`src/rtl/cache_pkg.sv`:
```
// Shared widths, types and address helpers for the cache miss path.
package cache_pkg;

    localparam int unsigned TAG_W  = 36;
    localparam int unsigned IDX_W  = 6;
    localparam int unsigned OFF_W  = 4;
    localparam int unsigned DATA_W = 32;
    localparam int unsigned BEATS  = 4;
    localparam int unsigned ADDR_W = TAG_W + IDX_W + OFF_W;

    typedef logic [1:0] way_t;

    typedef enum logic [1:0] {
        IDLE,
        REQ,
        FILL,
        COMMIT
    } refill_state_t;

    function automatic logic [TAG_W-1:0] addr_tag(input logic [ADDR_W-1:0] addr);
        return addr[ADDR_W-1 -: TAG_W];
    endfunction

    function automatic logic [IDX_W-1:0] addr_idx(input logic [ADDR_W-1:0] addr);
        return addr[OFF_W +: IDX_W];
    endfunction

    function automatic logic [OFF_W-1:0] addr_off(input logic [ADDR_W-1:0] addr);
        return addr[OFF_W-1:0];
    endfunction

endpackage

```
`src/rtl/victim_select.sv`:
```
// Victim way choice: first invalid way wins, otherwise the per-set round-robin pointer.
module victim_select #(
    parameter int unsigned IDX_W = 6
) (
    input  logic             clk,
    input  logic             reset_n,
    input  logic [3:0]       vbit,
    input  logic [IDX_W-1:0] idx,
    input  logic             upd,
    input  logic [IDX_W-1:0] upd_idx,
    input  cache_pkg::way_t  upd_way,
    output cache_pkg::way_t  victim,
    output logic             from_ptr
);

    localparam int unsigned NSETS = 2 ** IDX_W;

    logic [1:0] ptr_q [NSETS];
    logic [1:0] ptr_d [NSETS];

    // Invalid-first priority; fall back to the set's pointer only for a full set.
    always_comb begin
        victim   = ptr_q[idx];
        from_ptr = 1'b0;
        if (!vbit[0]) begin
            victim = 2'd0;
        end else if (!vbit[1]) begin
            victim = 2'd1;
        end else if (!vbit[2]) begin
            victim = 2'd2;
        end else if (!vbit[3]) begin
            victim = 2'd3;
        end else begin
            from_ptr = 1'b1;
        end
    end

    // Advance the pointer past the way just replaced; 2-bit add wraps 3 -> 0.
    always_comb begin
        ptr_d = ptr_q;
        if (upd) begin
            ptr_d[upd_idx] = upd_way + 2'd1;
        end
    end

    // Pointer array state.
    always_ff @(posedge clk or negedge reset_n) begin
        if (!reset_n) begin
            for (int i = 0; i < NSETS; i++) begin
                ptr_q[i] <= 2'd0;
            end
        end else begin
            ptr_q <= ptr_d;
        end
    end

endmodule

```
`src/rtl/cache_refill_ctrl.sv`:
```
// Miss-side refill controller: picks a victim, fetches the line, fills the data
// array beat by beat, then installs the tag with valid=1.
module cache_refill_ctrl #(
    parameter int unsigned TAG_W  = cache_pkg::TAG_W,
    parameter int unsigned IDX_W  = cache_pkg::IDX_W,
    parameter int unsigned OFF_W  = cache_pkg::OFF_W,
    parameter int unsigned DATA_W = cache_pkg::DATA_W,
    parameter int unsigned BEATS  = cache_pkg::BEATS
) (
    input  logic                         clk,
    input  logic                         reset_n,
    input  logic                         req_valid,
    input  logic [TAG_W+IDX_W+OFF_W-1:0] req_addr,
    input  logic                         hit,
    input  logic [3:0]                   vbit,
    output logic                         stall,
    output logic                         mem_req,
    output logic [TAG_W+IDX_W+OFF_W-1:0] mem_addr,
    input  logic                         mem_ack,
    input  logic                         mem_rvalid,
    input  logic [DATA_W-1:0]            mem_rdata,
    output logic                         fill_we,
    output logic [1:0]                   fill_way,
    output logic [IDX_W-1:0]             fill_idx,
    output logic [$clog2(BEATS)-1:0]     fill_word,
    output logic [DATA_W-1:0]            fill_data,
    output logic                         tag_we,
    output logic [TAG_W-1:0]             tag_data,
    output logic                         refill_done
);

    import cache_pkg::*;

    localparam int unsigned ADDR_W = TAG_W + IDX_W + OFF_W;
    localparam int unsigned WORD_W = $clog2(BEATS);
    localparam logic [WORD_W-1:0] LAST_BEAT = WORD_W'(BEATS - 1);

    refill_state_t     state_q, state_d;
    logic [TAG_W-1:0]  tag_q, tag_d;
    logic [IDX_W-1:0]  idx_q, idx_d;
    way_t              way_q, way_d;
    logic              from_ptr_q, from_ptr_d;
    logic [WORD_W-1:0] beat_q, beat_d;
    logic              fill_we_q, fill_we_d;
    logic [WORD_W-1:0] fill_word_q, fill_word_d;
    logic [DATA_W-1:0] fill_data_q, fill_data_d;

    logic [TAG_W-1:0]  req_tag;
    logic [IDX_W-1:0]  req_idx;
    way_t              sel_way;
    logic              sel_from_ptr;
    logic              ptr_upd;
    logic              unused_off;

    assign req_tag    = req_addr[ADDR_W-1 -: TAG_W];
    assign req_idx    = req_addr[OFF_W +: IDX_W];
    // Byte offset of the missing access is irrelevant: the whole line is fetched.
    assign unused_off = ^req_addr[OFF_W-1:0];

    // Only pointer-chosen victims move the pointer; an invalid-way fill leaves it alone.
    assign ptr_upd = (state_q == COMMIT) && from_ptr_q;

    victim_select #(
        .IDX_W (IDX_W)
    ) u_victim_select (
        .clk      (clk),
        .reset_n  (reset_n),
        .vbit     (vbit),
        .idx      (req_idx),
        .upd      (ptr_upd),
        .upd_idx  (idx_q),
        .upd_way  (way_q),
        .victim   (sel_way),
        .from_ptr (sel_from_ptr)
    );

    // Next-state logic: capture the miss in IDLE, then walk REQ -> FILL -> COMMIT.
    always_comb begin
        state_d     = state_q;
        tag_d       = tag_q;
        idx_d       = idx_q;
        way_d       = way_q;
        from_ptr_d  = from_ptr_q;
        beat_d      = beat_q;
        fill_we_d   = 1'b0;
        fill_word_d = fill_word_q;
        fill_data_d = fill_data_q;

        unique case (state_q)
            IDLE: begin
                if (req_valid && !hit) begin
                    tag_d      = req_tag;
                    idx_d      = req_idx;
                    way_d      = sel_way;
                    from_ptr_d = sel_from_ptr;
                    beat_d     = '0;
                    state_d    = REQ;
                end
            end
            REQ: begin
                // Beats are not accepted until the cycle after the ack.
                if (mem_ack) begin
                    state_d = FILL;
                end
            end
            FILL: begin
                if (mem_rvalid) begin
                    fill_we_d   = 1'b1;
                    fill_word_d = beat_q;
                    fill_data_d = mem_rdata;
                    if (beat_q == LAST_BEAT) begin
                        beat_d  = '0;
                        state_d = COMMIT;
                    end else begin
                        beat_d = beat_q + 1'b1;
                    end
                end
            end
            COMMIT: begin
                state_d = IDLE;
            end
            default: begin
                state_d = IDLE;
            end
        endcase
    end

    // State and captured-miss registers.
    always_ff @(posedge clk or negedge reset_n) begin
        if (!reset_n) begin
            state_q     <= IDLE;
            tag_q       <= '0;
            idx_q       <= '0;
            way_q       <= '0;
            from_ptr_q  <= 1'b0;
            beat_q      <= '0;
            fill_we_q   <= 1'b0;
            fill_word_q <= '0;
            fill_data_q <= '0;
        end else begin
            state_q     <= state_d;
            tag_q       <= tag_d;
            idx_q       <= idx_d;
            way_q       <= way_d;
            from_ptr_q  <= from_ptr_d;
            beat_q      <= beat_d;
            fill_we_q   <= fill_we_d;
            fill_word_q <= fill_word_d;
            fill_data_q <= fill_data_d;
        end
    end

    // Outputs decoded from state and registered fill data.
    always_comb begin
        stall       = (state_q != IDLE);
        mem_req     = (state_q == REQ);
        mem_addr    = '0;
        if (mem_req) begin
            mem_addr = {tag_q, idx_q, {OFF_W{1'b0}}};
        end
        tag_we      = (state_q == COMMIT);
        refill_done = (state_q == COMMIT);
        tag_data    = tag_q;
        fill_we     = fill_we_q;
        fill_way    = way_q;
        fill_idx    = idx_q;
        fill_word   = fill_word_q;
        fill_data   = fill_data_q;
    end

endmodule

```
`config.mk`:
```
export PLATFORM = sky130hd
export DESIGN_NAME = cache_refill_ctrl
export DESIGN_NICKNAME = d
export VERILOG_FILES = /design/src/rtl/cache_pkg.sv /design/src/rtl/victim_select.sv /design/src/rtl/cache_refill_ctrl.sv
export SDC_FILE = /design/constraint.sdc
export NUM_CORES = 1
export LEC_CHECK = 0
export BUFFER_PORTS_ARGS = -buffer_cell sky130_fd_sc_hd__clkbuf_2
export CAP_MARGIN = 20
export CORE_MARGIN = 10
export CORE_UTILIZATION = 49
export DETAILED_ROUTE_END_ITERATION = 10
export MAX_ROUTING_LAYER = met4
export PLACE_DENSITY_LB_ADDON = 0.3
export SLEW_MARGIN = 25
export SYNTH_ARGS = -nofsm -noshare
export SYNTH_HDL_FRONTEND = slang
export SYNTH_SLANG_ARGS = --single-unit
```
`constraint.sdc`:
```
create_clock -name clk -period 1.97 [get_ports clk]
set_input_delay 0.197 -clock clk [delete_from_list [all_inputs] [get_ports clk]]
set_output_delay 0.197 -clock clk [all_outputs]
set_load 0.02 [all_outputs]
```
==> results of run 1 <==
-- synth_stat cells (2+ instances only) --
| library cell | count |
|---|---|
| a21oi_1 | 25 |
| and2_1 | 44 |
| and3_1 | 2 |
| and3b_1 | 2 |
| buf_2 | 6 |
| buf_4 | 6 |
| buf_6 | 2 |
| clkbuf_1 | 62 |
| dfrtp_1 | 212 |
| ha_1 | 5 |
| inv_1 | 5 |
| mux2_2 | 76 |
| mux2i_1 | 11 |
| mux4_1 | 7 |
| mux4_2 | 26 |
| nand2_1 | 65 |
| nand3_1 | 7 |
| nand3b_1 | 5 |
| nor2_1 | 53 |
| nor2b_1 | 9 |
| nor3_1 | 2 |
| nor3b_1 | 3 |
| o211ai_1 | 2 |
| o21ai_0 | 109 |
| o21ai_1 | 2 |
| o31ai_1 | 72 |
| or3b_2 | 3 |
-- through the flow --
stage	hold WS, ns	area [sq um]
finish	0.09131	12900
global route	0.1206	12900
CTS	0.03811	12830
detailed placement	0.2038	11310
global placement	0.2030	11310
floorplan	-0.09859	9819
-- metal layers --
layer	part of all wire (%)	wire, um	up-vias
met5	0	0	-
met4	2.3	665	0
met3	7.0	2052	43
met2	50	14640	341
met1	41	12080	3898
li1	-	-	3591
-- layout make-up --
class / count / area, sq um
clock buffers: 33 / 683.2
repair buffers: 319 / 2223
diodes: 3 / 7.507
multi-input cells: 554 / 4223
flip-flops and latches: 212 / 5308
inverters: 5 / 18.77
well taps: 265 / 331.6
clock inverters: 6 / 105.1
fillers: 1412 / 6690
-- state kept, by name, indices dropped and copies added (netlist names) --
name                   flops
u_victim_select.ptr_q    128
tag_data                  36
fill_data                 32
fill_idx                   6
beat_q                     2
fill_way                   2
fill_word                  2
state_q                    2
fill_we                    1
from_ptr_q                 1
-- cells by family (layout without fill, tap and decap cells) --
family | after synthesis | count (layout)
AO/OA/AOI/OAI | 220 | 220
flip-flops | 212 | 212
AND/OR/NAND/NOR | 204 | 204
multiplexers | 120 | 120
buffers and inverters | 82 | 363
adder cells (fa/ha/maj) | 5 | 5
other | 1 | 7
XOR/XNOR | 1 | 1
-- how the worst max path moves through the flow --
stage	start	to	slack [ns]	cells after the start
2_1_floorplan	state_q[0]	tag_data[30]	0.1	6
3_3_place_gp	req_addr[4]	fill_way[0]	-0.21	7
3_5_place_dp	req_addr[4]	fill_way[0]	-0.22	7
4_1_cts	state_q[1]	mem_addr[8]	0.003	5
5_1_grt	u_victim_select.ptr_q[9]	fill_way[1]	-0.03	5
6_report	u_victim_select.ptr_q[7]	fill_way[1]	0.07	5
-- worst max-delay path, delay by kind of cell (launching register included) --
kind / cells / cell delay [ns]
simple gates: 1 / 0.10
mux: 2 / 0.71
flops: 1 / 0.38
compound gates: 2 / 0.59
-- power by group --
group	switching, uW	internal [uW]
sequential	889	5320
clock	1700	2780
combinational	4290	2520
total	6870	10600
-- repair_timing --
action,4_1_cts,5_1_grt
hold buffers,71,0
gates resized for setup,3,17
pin swaps,0,3
endpoints found under the setup margin,17,53
hold endpoints to repair,133,0
==> summary.md, run 1 <==
| Metric | Value |
|---|---|
| Clk buf depth | 3 |
| GRT met3 Usage | 4.347% |
| Distinct cells, synth | 49 |
| Hold Crit Start | req_addr[8] |
| Final Wtd Congestion | 0.8284 |
| Worst hold stages | 3 |
| CP Data Required Time | 2.33 ns |
| Worst Setup Slack, final | 0.06652 ns |
| Largest net degree at the start of global routing | 70 |
| Final Core Density | 65.85% |
| Synth Area in Simple Gates | 10.36% |
| Largest family of logic cells by synthesized area | multiplexers |
| Buffer type at the clock tree root | clkbuf_16 |
| Clock Latency Late Sink | 0.50 ns |
| Drt wl/cell | 21.07 um |
| Status | completed |
| Final setup TNS | 0 ns |
| # port buffers | 208 |
| CTS buffer count | 23 |
| EDFF count, synth | 0 |
| Rows | 51 |
| F_max | 525.4 MHz |
| Core ar. | 0.01959 sq mm |
| Hold endpoint | fill_idx[4] |
| Critical path's largest stage delay | 0.50 ns |
| Post-Syn Area | 0.009807 sq mm |
| # DRC | 0 |
| Die area | 0.02607 sq mm |
| Die Wd | 161.5 um |
| Fin nets | 1208 |
| GRT met1 Usage | 27.95% |
| GRT Max-Usage Layer | met2 |
| Clock transition at the registers of the reported paths | 0.06 ns |
| Relative slew slack | 61.05% |
| Die Y | 161.5 um |
| Complex-gate fraction of the synthesized area | 13.49% |
| DR vias | 7873 |
| Total track usage | 22.66% |
| Global route overflow | 0 |
| Peak supply drop | 0.8171 mV |
| Slowest-stage cell, CP | mux4_1 |
| Commonest non-fill, non-tap cell in the layout | dfrtp_1 |
| Initial antenna violation count | 3 |
| Critical path cell sequence | mux4_1, mux2i_1, nor2b_1, a2111oi_0, o221ai_1 |
| Yosys top cell area share | 54.10% |
| Max-Cap Viols | 0 |
| Drt pass-1 iters | 5 |
| Mean Syn Cell Area | 11.61 sq um |
| Kind of critical path | flip-flop to flip-flop |
| Hold Fails Final Rpt | 0 |
| Crit path capture type | flip-flop |
| R2R setup slack | 0.07 ns |
| Post-synthesis xor/xnor area fraction | 0.08931% |
| Via-to-Cell Ratio | 5.636 |
| Pleak | 0.005988 uW |
| Routing usage on met2 | 37.29% |
| Post-route ant nets | 0 |
| Main synth FF type | dfrtp_1 |
| Crit path time final | 1.903 ns |
| Pre-CTS setup slack | -0.2177 ns |
| Post-CTS setup buffer count | 0 |
| Routed wire length | 29440 um |
| Total power | 17500 uW |
| Mux share of post-synthesis cell area | 17.70% |
| Crit start category | flip-flop |
| Worst Path Max Fanout | 2 |
| Final non-filler cell total | 1397 |
| R2R depth | 5 |
| CTS tree | built |
| Vias in the first global route | 8071 |
| Area share of fa/ha/maj cells after synthesis | 0.6379% |
| Layout area overhead | 31.54% |
| Critical Path AT | 2.27 ns |
| Clock Skew | 0.009288 ns |
| Synth Warn # | 0 |
| R2r endpoint | fill_way[1] |
| Initial Utilization | 50.06% |
| First-pass GRT wire length | 46640 um |
| Initial DRC Count | 773 |
| Crit share post-route | 96.62% |
| Cells after DPL | 1284 |
| Worst Hold Class | input pin to flip-flop |
| FFs w/ async S/R, synth | 100.0% |
| PD cells | 1357 mW/mm^2 |
| Hpwl dp | 18900 um |
| Seq/Total Area, Yosys | 54.10% |
| Slew Viols, Final | 0 |
| Layout cells sized above 1 | 35.78% |
| # IOs | 217 |
| Clk sinks | 212 |
| Synth Register Bits | 212 |
| Most frequent cells in the layout | 210 x dfrtp_1, 207 x clkbuf_2, 108 x o21ai_0 |
| Synth top area cells | dfrtp_1 54%, mux2_2 8.7%, mux4_2 6.0% |
| Cell count after synthesis | 845 |
| FF-to-FF Start | u_victim_select.ptr_q[7] |
| Htree depth | 1 |
| Setup-failing EPs final | 0 |
| Cell taking the most area after synthesis | dfrtp_1 |
| Worst slew pin tran | 0.5842 ns |
(Power assumes the default switching activity.)
==> run 2, diff against run 1 <==
Settings changed: SETUP_SLACK_MARGIN set to 0.3.
==> run 2 against run 1 <==
The run now ends with negative setup slack left. Non-clock buffer count grew 18. Utilization grew 4.7 points. First-iteration DRC count shrank 13%. Setup slack lost 0.073 ns. Count of clock-buffer cells in the layout shrank 1. Sequential share of layout area shrank 2.7 points. Wire length grew 17%. Total power grew 14%. Combinational power grew 26%. Global-route usage grew 0.54 points.
==> summary.md, run 2 (synthesis results as in run 1) <==
| Metric | Value |
|---|---|
| Status | complete, but fails checks |
| Failing checks | negative setup slack |
| Global route overflow | 0 (unchanged) |
| CP Data Required Time | 1.77 ns (-0.56 ns) |
| Most used cell, CP | buf_6 |
| Core ar. | 0.01959 sq mm (unchanged) |
| Buffer type at the clock tree root | clkbuf_16 |
| Layout area overhead | 40.89% |
| CTS buffer count | 24 (+4.3%) |
| Reg with most FFs | u_victim_select.ptr_q |
| Initial Utilization | 50.06% (unchanged) |
| R2R setup slack | 0.02 ns (-0.05 ns) |
| Largest delay share family, worst path | buffers and inverters |
| Routed wire length | 34430 um (+17%) |
| Worst Hold Class | input pin to flip-flop |
| Max FFs per register | 128 (unchanged) |
| Hpwl dp | 18580 um (-1.7%) |
| Slew Viols, Final | 0 (unchanged) |
| Slowest-stage cell, CP | dfrtp_1 |
| Final Wtd Congestion | 0.8596 (+3.8%) |
| Commonest non-fill, non-tap cell in the layout | dfrtp_1 |
| Worst path bufs/invs | 4 (+4) |
| Critical Path AT | 1.78 ns (-0.49 ns) |
| Rows | 51 (unchanged) |
| Worst Setup Slack, final | -0.006260 ns (-0.07278 ns) |
| Htree depth | 1 (unchanged) |
| Setup-failing EPs final | 1 (+1) |
| Clock transition at the registers of the reported paths | 0.06 ns (about the same) |
| DR vias | 8349 (+6.0%) |
| # DRC | 0 (unchanged) |
| Pre-CTS setup slack | -0.04112 ns (+0.1766 ns) |
| Fin nets | 1227 (+1.6%) |
| Worst slew pin tran | 0.5044 ns (-0.07984 ns) |
| First-pass GRT wire length | 47870 um (+2.6%) |
| Crit start category | flip-flop |
| Vias in the first global route | 8306 (+2.9%) |
| Worst Hold Margin | 0.05454 ns (-0.03677 ns) |
| Clk sinks | 212 (unchanged) |
| PD cells | 1438 mW/mm^2 (+6.0%) |
| Crit path capture type | primary output |
| Critical path's largest stage delay | 0.39 ns (-0.11 ns) |
| Die Y | 161.5 um (unchanged) |
| Final setup TNS | -0.006260 ns (-0.006260 ns) |
| Drt wl/cell | 24.28 um (+15%) |
| Largest net degree at the start of global routing | 65 (-7.1%) |
| Post-route ant nets | 0 (unchanged) |
| Crit path time final | 1.976 ns (+0.07278 ns) |
| RSZ-0062 raised after global routing | yes |
| Crit share post-route | 100.3% (+3.7 points) |
| Relative slew slack | 66.38% (+5.3 points) |
| Critical path cell sequence | inv_2, ha_4, buf_6, buf_6, and2_4, buf_6 |
| Worst Path Max Fanout | 5 (+3) |
| Pleak | 0.006384 uW (+6.6%) |
| Clk buf depth | 3 (unchanged) |
| # IOs | 217 (unchanged) |
| Layout cells sized above 1 | 43.23% (+7.4 points) |
| Kind of critical path | flip-flop to primary output |
| Drt pass-1 iters | 5 (unchanged) |
| Most frequent cells in the layout | 207 x dfrtp_1, 163 x clkbuf_2, 90 x o21ai_0 |
| Initial DRC Count | 669 (-13%) |
| Die Wd | 161.5 um (unchanged) |
| Total power | 19870 uW (+14%) |
| Clock Latency Late Sink | 0.53 ns (+0.03 ns) |
| Total track usage | 23.20% (+0.54 points) |
| # port buffers | 208 (unchanged) |
| F_max | 506.0 MHz (-3.7%) |
| Hold Fails Final Rpt | 0 (unchanged) |
| Via-to-Cell Ratio | 5.888 (+4.5%) |
| Peak supply drop | 0.9167 mV (+12%) |
| Max-Cap Viols | 0 (unchanged) |
| CTS tree | built |
| Die area | 0.02607 sq mm (unchanged) |
| Clock Skew | 0.02061 ns (+0.01132 ns) |
| Initial antenna violation count | 1 (-2) |
run 2: path summary, 6_finish.rpt:
kind                                           start                   endpoint  cells after the start
min in group asynchronous                    reset_n               fill_data[4]                      2
hold / removal                           req_addr[8]                fill_idx[4]                      3
max in group asynchronous                    reset_n                tag_data[9]                      3
setup / recovery                          state_q[1]               mem_addr[37]                      6
hold reg to reg            u_victim_select.ptr_q[46]  u_victim_select.ptr_q[46]                      2
setup reg to reg                          state_q[0]                fill_way[0]                      7
run 2: timing repair:
| action | 4_1_cts | 5_1_grt |
|---|---|---|
| cloned | 1 | 4 |
| pin swaps | 7 | 8 |
| endpoints found under the hold margin | 225 | 0 |
| hold buffers | 71 | 0 |
| gates resized for setup | 77 | 190 |
| endpoints found under the setup margin | 177 | 242 |
| buffers inserted | 6 | 4 |
run 2: worst register-to-register path: stages (launching register included):
cell and delay (ns):
dfrtp_2 0.45, inv_2 0.10, ha_4 0.14, nand3b_1 0.18
or3b_4 0.47, a221oi_4 0.27, nand3_2 0.12, o21ai_1 0.10
run 2: layout make-up:
| class | count | area [sq um] |
|---|---|---|
| inverters | 5 | 21.27 |
| well taps | 265 | 331.6 |
| multi-input cells | 554 | 4494 |
| repair buffers | 337 | 2769 |
| flip-flops and latches | 212 | 5311 |
| clock buffers | 32 | 690.7 |
| clock inverters | 12 | 196.4 |
| diodes | 1 | 2.502 |
| fillers | 1251 | 5773 |
run 2: metrics by stage:
| step | util [%] | area [sq um] | std cells |
|---|---|---|---|
| after floorplan | - | 9849 | 848 |
| after global placement | 57.86 | 11330 | 1287 |
| after detailed placement | 57.86 | 11330 | 1287 |
| after CTS | 67.69 | 13260 | 1409 |
| after global routing | 70.53 | 13820 | 1418 |
| final | 70.53 | 13820 | 1418 |
run 2: metal layers:
layer / wire length (um) / global-route usage (%)
met1: 13350 / 28.53
met2: 17450 / 39.08
met3: 2276 / 3.635
met4: 1349 / 6.493
met5: 0 / -
run 2: power by group:
group	switching [uW]	internal [uW]
registers	989	5330
logic	4970	3610
clock network	1840	3120
